$ cat config.mk
export PLATFORM = sky130hd
export DESIGN_NAME = fetch2_ibuf
export DESIGN_NICKNAME = d
export VERILOG_FILES = /design/src/rtl/fetch2_ibuf.sv
export SDC_FILE = /design/constraint.sdc
export NUM_CORES = 2
export LEC_CHECK = 0
export CORE_ASPECT_RATIO = 1.1
export CORE_MARGIN = 4
export CORE_UTILIZATION = 45
export DETAILED_ROUTE_END_ITERATION = 7
export GPL_TIMING_DRIVEN = 1
export PLACE_DENSITY = 0.7
export SLEW_MARGIN = 20
export SYNTH_ARGS = -nofsm -noshare
export SYNTH_HDL_FRONTEND = slang
export SYNTH_SLANG_ARGS = --single-unit
$ cat constraint.sdc
create_clock -name clk -period 4.3 [get_ports clk]
set_input_delay 0.86 -clock clk [delete_from_list [all_inputs] [get_ports clk]]
set_output_delay 0.86 -clock clk [all_outputs]
set_load 0.02 [all_outputs]
$ cat src/rtl/fetch2_ibuf.sv
// Second fetch stage: holds one fetch group in S2, waits for the icache and feeds decode from a circular queue.
// Optional same-cycle bypass to decode when the queue is empty: define IBUF_BYPASS_EN.
module fetch2_ibuf #(
   parameter int FETCH_WIDTH = 2,
   parameter int DEPTH       = 8,
   parameter int ECODE_W     = 6,
   localparam int SW = (FETCH_WIDTH > 1) ? $clog2(FETCH_WIDTH) : 1,
   localparam int PW = (DEPTH > 1) ? $clog2(DEPTH) : 1,
   localparam int CW = $clog2(DEPTH) + 1
) (
   input  logic                     clk,
   input  logic                     rst,
   input  logic                     f1_valid,
   input  logic [31:0]              f1_pc,
   input  logic                     f1_btb_taken,
   input  logic [SW-1:0]            f1_btb_slot,
   input  logic                     f1_excp_valid,
   input  logic [ECODE_W-1:0]       f1_excp_code,
   output logic                     f1_stall,
   input  logic                     icache_ready,
   input  logic [32*FETCH_WIDTH-1:0] icache_data,
   input  logic                     flush,
   output logic                     dec_valid,
   input  logic                     dec_ready,
   output logic [31:0]              dec_inst,
   output logic [31:0]              dec_pc,
   output logic                     dec_btb_taken,
   output logic                     dec_excp_valid,
   output logic [ECODE_W-1:0]       dec_excp_code,
   output logic [CW-1:0]            ibuf_count
);

   logic [DEPTH-1:0][31:0]        inst_q, inst_d, pc_q, pc_d;
   logic [DEPTH-1:0]              btb_q, btb_d, xv_q, xv_d;
   logic [DEPTH-1:0][ECODE_W-1:0] xc_q, xc_d;
   logic [PW-1:0]                 head_q, head_d, tail_q, tail_d;
   logic [CW-1:0]                 count_q, count_d;

   logic                          s2_valid_q, s2_valid_d, s2_btb_q, s2_btb_d, s2_xv_q, s2_xv_d;
   logic [31:0]                   s2_pc_q, s2_pc_d;
   logic [SW-1:0]                 s2_slot_q, s2_slot_d;
   logic [ECODE_W-1:0]            s2_xc_q, s2_xc_d;

   int                            grp_start, grp_last, grp_n, skip;
   logic                          enq_fire, deq, byp, empty;
   logic [31:0]                   base_pc, byp_inst;

   function automatic logic [31:0] slot_inst(input logic [32*FETCH_WIDTH-1:0] d, input int s);
      logic [32*FETCH_WIDTH-1:0] sh;
      sh = d >> (32 * s);
      return sh[31:0];
   endfunction

   // Group geometry; a branch slot before the start slot collapses the group to one entry.
   always_comb begin
      grp_start = int'(s2_pc_q[2 +: SW]) & (FETCH_WIDTH - 1);
      grp_last  = s2_btb_q ? (int'(s2_slot_q) & (FETCH_WIDTH - 1)) : FETCH_WIDTH - 1;
      grp_n     = (s2_xv_q || grp_last < grp_start) ? 1 : grp_last - grp_start + 1;
   end

   assign empty    = (count_q == '0);
   assign enq_fire = s2_valid_q && (icache_ready || s2_xv_q) &&
                     ((DEPTH - int'(count_q)) >= grp_n) && !flush;
   assign deq      = !empty && dec_ready && !flush;
   assign f1_stall = s2_valid_q && !enq_fire && !flush;
   assign base_pc  = s2_pc_q & ~32'(FETCH_WIDTH * 4 - 1);
   assign byp_inst = s2_xv_q ? 32'h0 : slot_inst(icache_data, grp_start);

`ifdef IBUF_BYPASS_EN
   assign byp = empty && enq_fire;
`else
   assign byp = 1'b0;
`endif
   // A bypassed slot accepted by decode is never written to the queue.
   assign skip = (byp && dec_ready) ? 1 : 0;

   always_comb begin
      s2_valid_d = s2_valid_q;
      s2_pc_d    = s2_pc_q;
      s2_btb_d   = s2_btb_q;
      s2_slot_d  = s2_slot_q;
      s2_xv_d    = s2_xv_q;
      s2_xc_d    = s2_xc_q;
      if (flush) begin
         s2_valid_d = 1'b0;
      end else if (f1_valid && !f1_stall) begin
         s2_valid_d = 1'b1;
         s2_pc_d    = f1_pc;
         s2_btb_d   = f1_btb_taken;
         s2_slot_d  = f1_btb_slot;
         s2_xv_d    = f1_excp_valid;
         s2_xc_d    = f1_excp_code;
      end else if (enq_fire) begin
         s2_valid_d = 1'b0;
      end
   end

   always_comb begin
      inst_d  = inst_q;
      pc_d    = pc_q;
      btb_d   = btb_q;
      xv_d    = xv_q;
      xc_d    = xc_q;
      head_d  = head_q;
      tail_d  = tail_q;
      count_d = count_q;
      if (flush) begin
         head_d  = '0;
         tail_d  = '0;
         count_d = '0;
      end else begin
         if (enq_fire) begin
            for (int i = 0; i < FETCH_WIDTH; i++) begin
               if (i < grp_n - skip) begin
                  automatic int            s = grp_start + skip + i;
                  automatic logic [PW-1:0] w = tail_q + PW'(i);
                  inst_d[w] = s2_xv_q ? 32'h0 : slot_inst(icache_data, s);
                  pc_d[w]   = base_pc | 32'(s * 4);
                  btb_d[w]  = s2_btb_q && (s == grp_last);
                  xv_d[w]   = s2_xv_q;
                  xc_d[w]   = s2_xc_q;
               end
            end
            tail_d  = tail_q + PW'(grp_n - skip);
            count_d = count_d + CW'(grp_n - skip);
         end
         if (deq) begin
            head_d  = head_q + PW'(1);
            count_d = count_d - CW'(1);
         end
      end
   end

   always_comb begin
      dec_valid      = !empty || byp;
      dec_inst       = '0;
      dec_pc         = '0;
      dec_btb_taken  = 1'b0;
      dec_excp_valid = 1'b0;
      dec_excp_code  = '0;
      if (byp) begin
         dec_inst       = byp_inst;
         dec_pc         = base_pc | 32'(grp_start * 4);
         dec_btb_taken  = s2_btb_q && (grp_start == grp_last);
         dec_excp_valid = s2_xv_q;
         dec_excp_code  = s2_xc_q;
      end else if (!empty) begin
         dec_inst       = inst_q[head_q];
         dec_pc         = pc_q[head_q];
         dec_btb_taken  = btb_q[head_q];
         dec_excp_valid = xv_q[head_q];
         dec_excp_code  = xc_q[head_q];
      end
   end

   assign ibuf_count = count_q;

   always_ff @(posedge clk) begin
      if (rst) begin
         inst_q     <= '0;
         pc_q       <= '0;
         btb_q      <= '0;
         xv_q       <= '0;
         xc_q       <= '0;
         head_q     <= '0;
         tail_q     <= '0;
         count_q    <= '0;
         s2_valid_q <= 1'b0;
         s2_pc_q    <= '0;
         s2_btb_q   <= 1'b0;
         s2_slot_q  <= '0;
         s2_xv_q    <= 1'b0;
         s2_xc_q    <= '0;
      end else begin
         inst_q     <= inst_d;
         pc_q       <= pc_d;
         btb_q      <= btb_d;
         xv_q       <= xv_d;
         xc_q       <= xc_d;
         head_q     <= head_d;
         tail_q     <= tail_d;
         count_q    <= count_d;
         s2_valid_q <= s2_valid_d;
         s2_pc_q    <= s2_pc_d;
         s2_btb_q   <= s2_btb_d;
         s2_slot_q  <= s2_slot_d;
         s2_xv_q    <= s2_xv_d;
         s2_xc_q    <= s2_xc_d;
      end
   end

endmodule

==> results.rst <==
.. list-table::
   :header-rows: 1

   * - Metric
     - Value
   * - CTS clock-pin slew for the worst setup and hold paths
     - 0.06 ns
   * - Half-perimeter wire length after detailed placement
     - 54700 microns
   * - TritonCTS clock tree
     - yes
   * - Net count, final
     - between 3000 and 4000
   * - Count of port buffers added during placement
     - 186
   * - Worst skew pair latency
     - 0.62 ns
   * - F_max
     - 255 MHz
   * - RePlAce Congestion
     - 0.861
   * - Routed wire per std cell
     - approximately 23 microns
   * - Clock Tree Root
     - clkbuf_16
   * - Dominant cell by count in the synthesized netlist
     - dfxtp_1
   * - Run status
     - finished, final reports clean
   * - Critical Path Start Type
     - flip-flop
   * - Overall die area
     - 70100 sq um
   * - Final period demand of the worst path
     - between 3 and 4 ns
   * - Post-synth cell types
     - 57
   * - Die span in y
     - 277 microns
   * - CP cell instances
     - buf_12, mux4_2, mux2i_1, nor2_1, clkdlybuf4s50_1
   * - Dominant register cell in the synthesized netlist
     - dfxtp_1
   * - Worst path arrival time
     - 3.06 ns
   * - Leakage power of the design
     - 10.6 nW
   * - Number of max-slew violations in the final report
     - 0
   * - Clk buf depth
     - 3
   * - Clock tree skew after final layout
     - 0.0372 ns
   * - Max cap viols
     - 0
   * - Mean instance size in the synthesized netlist
     - 8.75 sq um
   * - Floorplan row count
     - 98
   * - Count of antenna diodes in the layout
     - 0
   * - Syn Inst Count
     - 3389
   * - Cell area after synthesis
     - 29700 sq um
   * - Detailed Route WL
     - 97300 microns
   * - Non-Filler Instances
     - 4282
   * - IO Count
     - 189
   * - Final non-filler cell area
     - 34500 sq um
   * - Worst Path Max Fanout
     - 28
   * - Cell taking the most area after synthesis
     - dfxtp_1
   * - Proportion of synthesized chip area in sequential cells
     - 0.422
   * - Sort of element at the end of the critical path
     - output port
   * - Placed inst area
     - 32200 sq um
   * - Cell class contributing the biggest share of worst-path delay
     - multiplexers
   * - Max-slew headroom at the worst pin
     - 0.422
   * - Maximum single-stage delay on the critical path
     - approximately 0.60 ns
   * - GR Overflow Total
     - 0
   * - Setup TNS
     - 0 ns
   * - Power per unit of standard cell area
     - roughly 370 nW/um^2
   * - First-pass GRT wire length
     - 150000 microns
   * - Initial Utilization
     - 0.456
   * - Most instantiated cells after synthesis
     - dfxtp_1 (626), nand2_1 (601), nor2_1 (401), a21oi_1 (298), a211oi_1 (259)
   * - Number of storage elements in the synthesis netlist
     - 626
   * - Crit-path slowest cell
     - dfxtp_4
   * - Fraction of synthesis flops using an asynchronous set or reset pin
     - 0
   * - CTS H-tree lvls
     - 3
   * - Total GRT Usage
     - 0.269
   * - Hold-fix buffer count after cts
     - 0
   * - Floorplan die width
     - 253 microns
   * - Number of antenna violations at the first check in global routing
     - 1
   * - Design Power
     - 12.8 mW
   * - Initial drt markers
     - 2928
   * - Fin. Hold Viols
     - 0
   * - Vias in the first global route
     - 25888
   * - Layout cells sized above 1
     - 0.110
   * - Post-synth EDFFs
     - 0
   * - WP buf/inv
     - 2
   * - RSZ-0062 raised after global routing
     - no
   * - Main area contributors after synthesis
     - dfxtp_1 (42%), mux4_2 (11%), nand2_1 (7.6%)
   * - Slew at the pin closest to its max-slew limit
     - 0.867 ns
   * - Sink count of the clock tree
     - 626
   * - Pin count of the biggest net entering global routing
     - around 170
   * - Count of TritonRoute iterations in the first routing pass
     - 5
   * - Remaining routing DRC violations
     - 0
   * - Tightest Hold Check Type
     - reg -> reg
   * - Post-synth top area share
     - 0.422
   * - Data required, critical path
     - 3.44 ns
   * - Post-route ant nets
     - 0
   * - Final clock period utilization by the worst path
     - 0.911
   * - Final setup violating endpoints
     - 0
   * - Total placed cells including tap cells
     - between 4000 and 5000
   * - Worst setup path class
     - reg -> out
   * - Core Footprint
     - 65100 sq um
   * - Synth-to-Final Area Change
     - 16.4%
   * - Number of buffers created by CTS
     - 68
   * - Via count
     - ~26000
   * - Vias per cell
     - 6.16
   * - Number of warnings printed during yosys synthesis
     - 0
   * - Maximum ir drop on the vdd rail
     - about 0.00027 V
## worst min-delay path, cell delays in order, from the launching register on
cell	delay, ns
dfxtp_1	0.31
nand2_1	0.05
a21oi_1	0.05
## cell usage in the layout (no fill, tap or decap), drive strengths merged, types with 3 or more instances in the layout
master,instances
dfxtp,626
nand2,601
nor2,401
a21oi,298
a211oi,265
o22ai,232
clkdlybuf4s50,184
mux4,144
mux2i,143
clkbuf,99
buf,95
nand2b,84
nor3,36
a21o,31
nor3b,19
o21ai,15
a311oi,15
clkinv,15
o211ai,14
inv,14
ha,13
nand3,13
o221ai,10
or3,7
xnor2,6
bufinv,5
nor2b,4
xor2,4
and3,3
or2,3
a211o,3
nor4,3
## power by group
group | switching, mW | internal, mW | leakage, nW
logic | 0.564 | 0.310 | 4.37
registers | 0.0574 | 5.83 | 5.05
clock network | 2.45 | 3.58 | 1.13
## final timing paths
check | start | to | slack (ns) | cells after the start
worst max-delay path | head_q[0]$_SDFFE_PP0P_ | dec_pc[30] | 0.38 | 5
worst min-delay path | btb_q[2]$_SDFFE_PP0P_ | btb_q[2]$_SDFFE_PP0P_ | 0.45 | 2
worst max register to register | s2_slot_q$_SDFFE_PP0P_ | pc_q[243]$_SDFFE_PP0P_ | 0.56 | 12
worst min register to register | btb_q[2]$_SDFFE_PP0P_ | btb_q[2]$_SDFFE_PP0P_ | 0.45 | 2
## registers in the layout, summed over array words and instances, names as in the netlist
name	cells
inst_q	256
pc_q	256
xc_q	48
s2_pc_q	30
btb_q	8
xv_q	8
s2_xc_q	6
ibuf_count	4
head_q	3
tail_q	3
s2_btb_q	1
s2_slot_q	1
s2_valid_q	1
s2_xv_q	1
## through the flow
stage | hold WS (ns) | worst slack, ns | util
floorplan | 0.429 | 0.0594 | -
global placement | 0.438 | 0.390 | 0.495
detailed placement | 0.443 | 0.378 | 0.495
CTS | 0.451 | 0.0176 | 0.530
global route | 0.466 | 0.267 | 0.530
finish | 0.448 | 0.382 | 0.530
## per-layer routing
metal  part of all wire  up-vias  global-route usage
li1                   -    12082                   -
met1               0.39    12663               0.346
met2               0.48     1321               0.448
met3              0.087      296              0.0432
met4              0.043        2               0.117
met5           0.000072        -                   0
## kinds of logic after synthesis
logic type,after synthesis,share of synthesized area
AO/OA/AOI/OAI,892,0.193
XOR/XNOR,10,0.00295
adder cells (fa/ha/maj),15,0.00683
buffers and inverters,373,0.0510
flip-flops,626,0.422
multiplexers,287,0.158
other,1,0.000126
AND/OR/NAND/NOR,1185,0.166
## layout make-up
type	instances	area (sq um)
Fill cell	5970	30600
Multi-Input combinational cell	2391	15700
Sequential cell	626	12500
Timing Repair Buffer	280	2860
Clock buffer	99	2020
Tap cell	850	1060
Clock inverter	24	287
Inverter	12	45.0
## timing repair
| action | 4_1_cts | 5_1_grt |
|---|---|---|
| endpoints found under the hold margin | 0 | 0 |
| resized for setup | 1 | 2 |
| endpoints found under the setup margin | 1 | 1 |
| setup buffers | 0 | 0 |
Power figures use the tool's default switching activity.
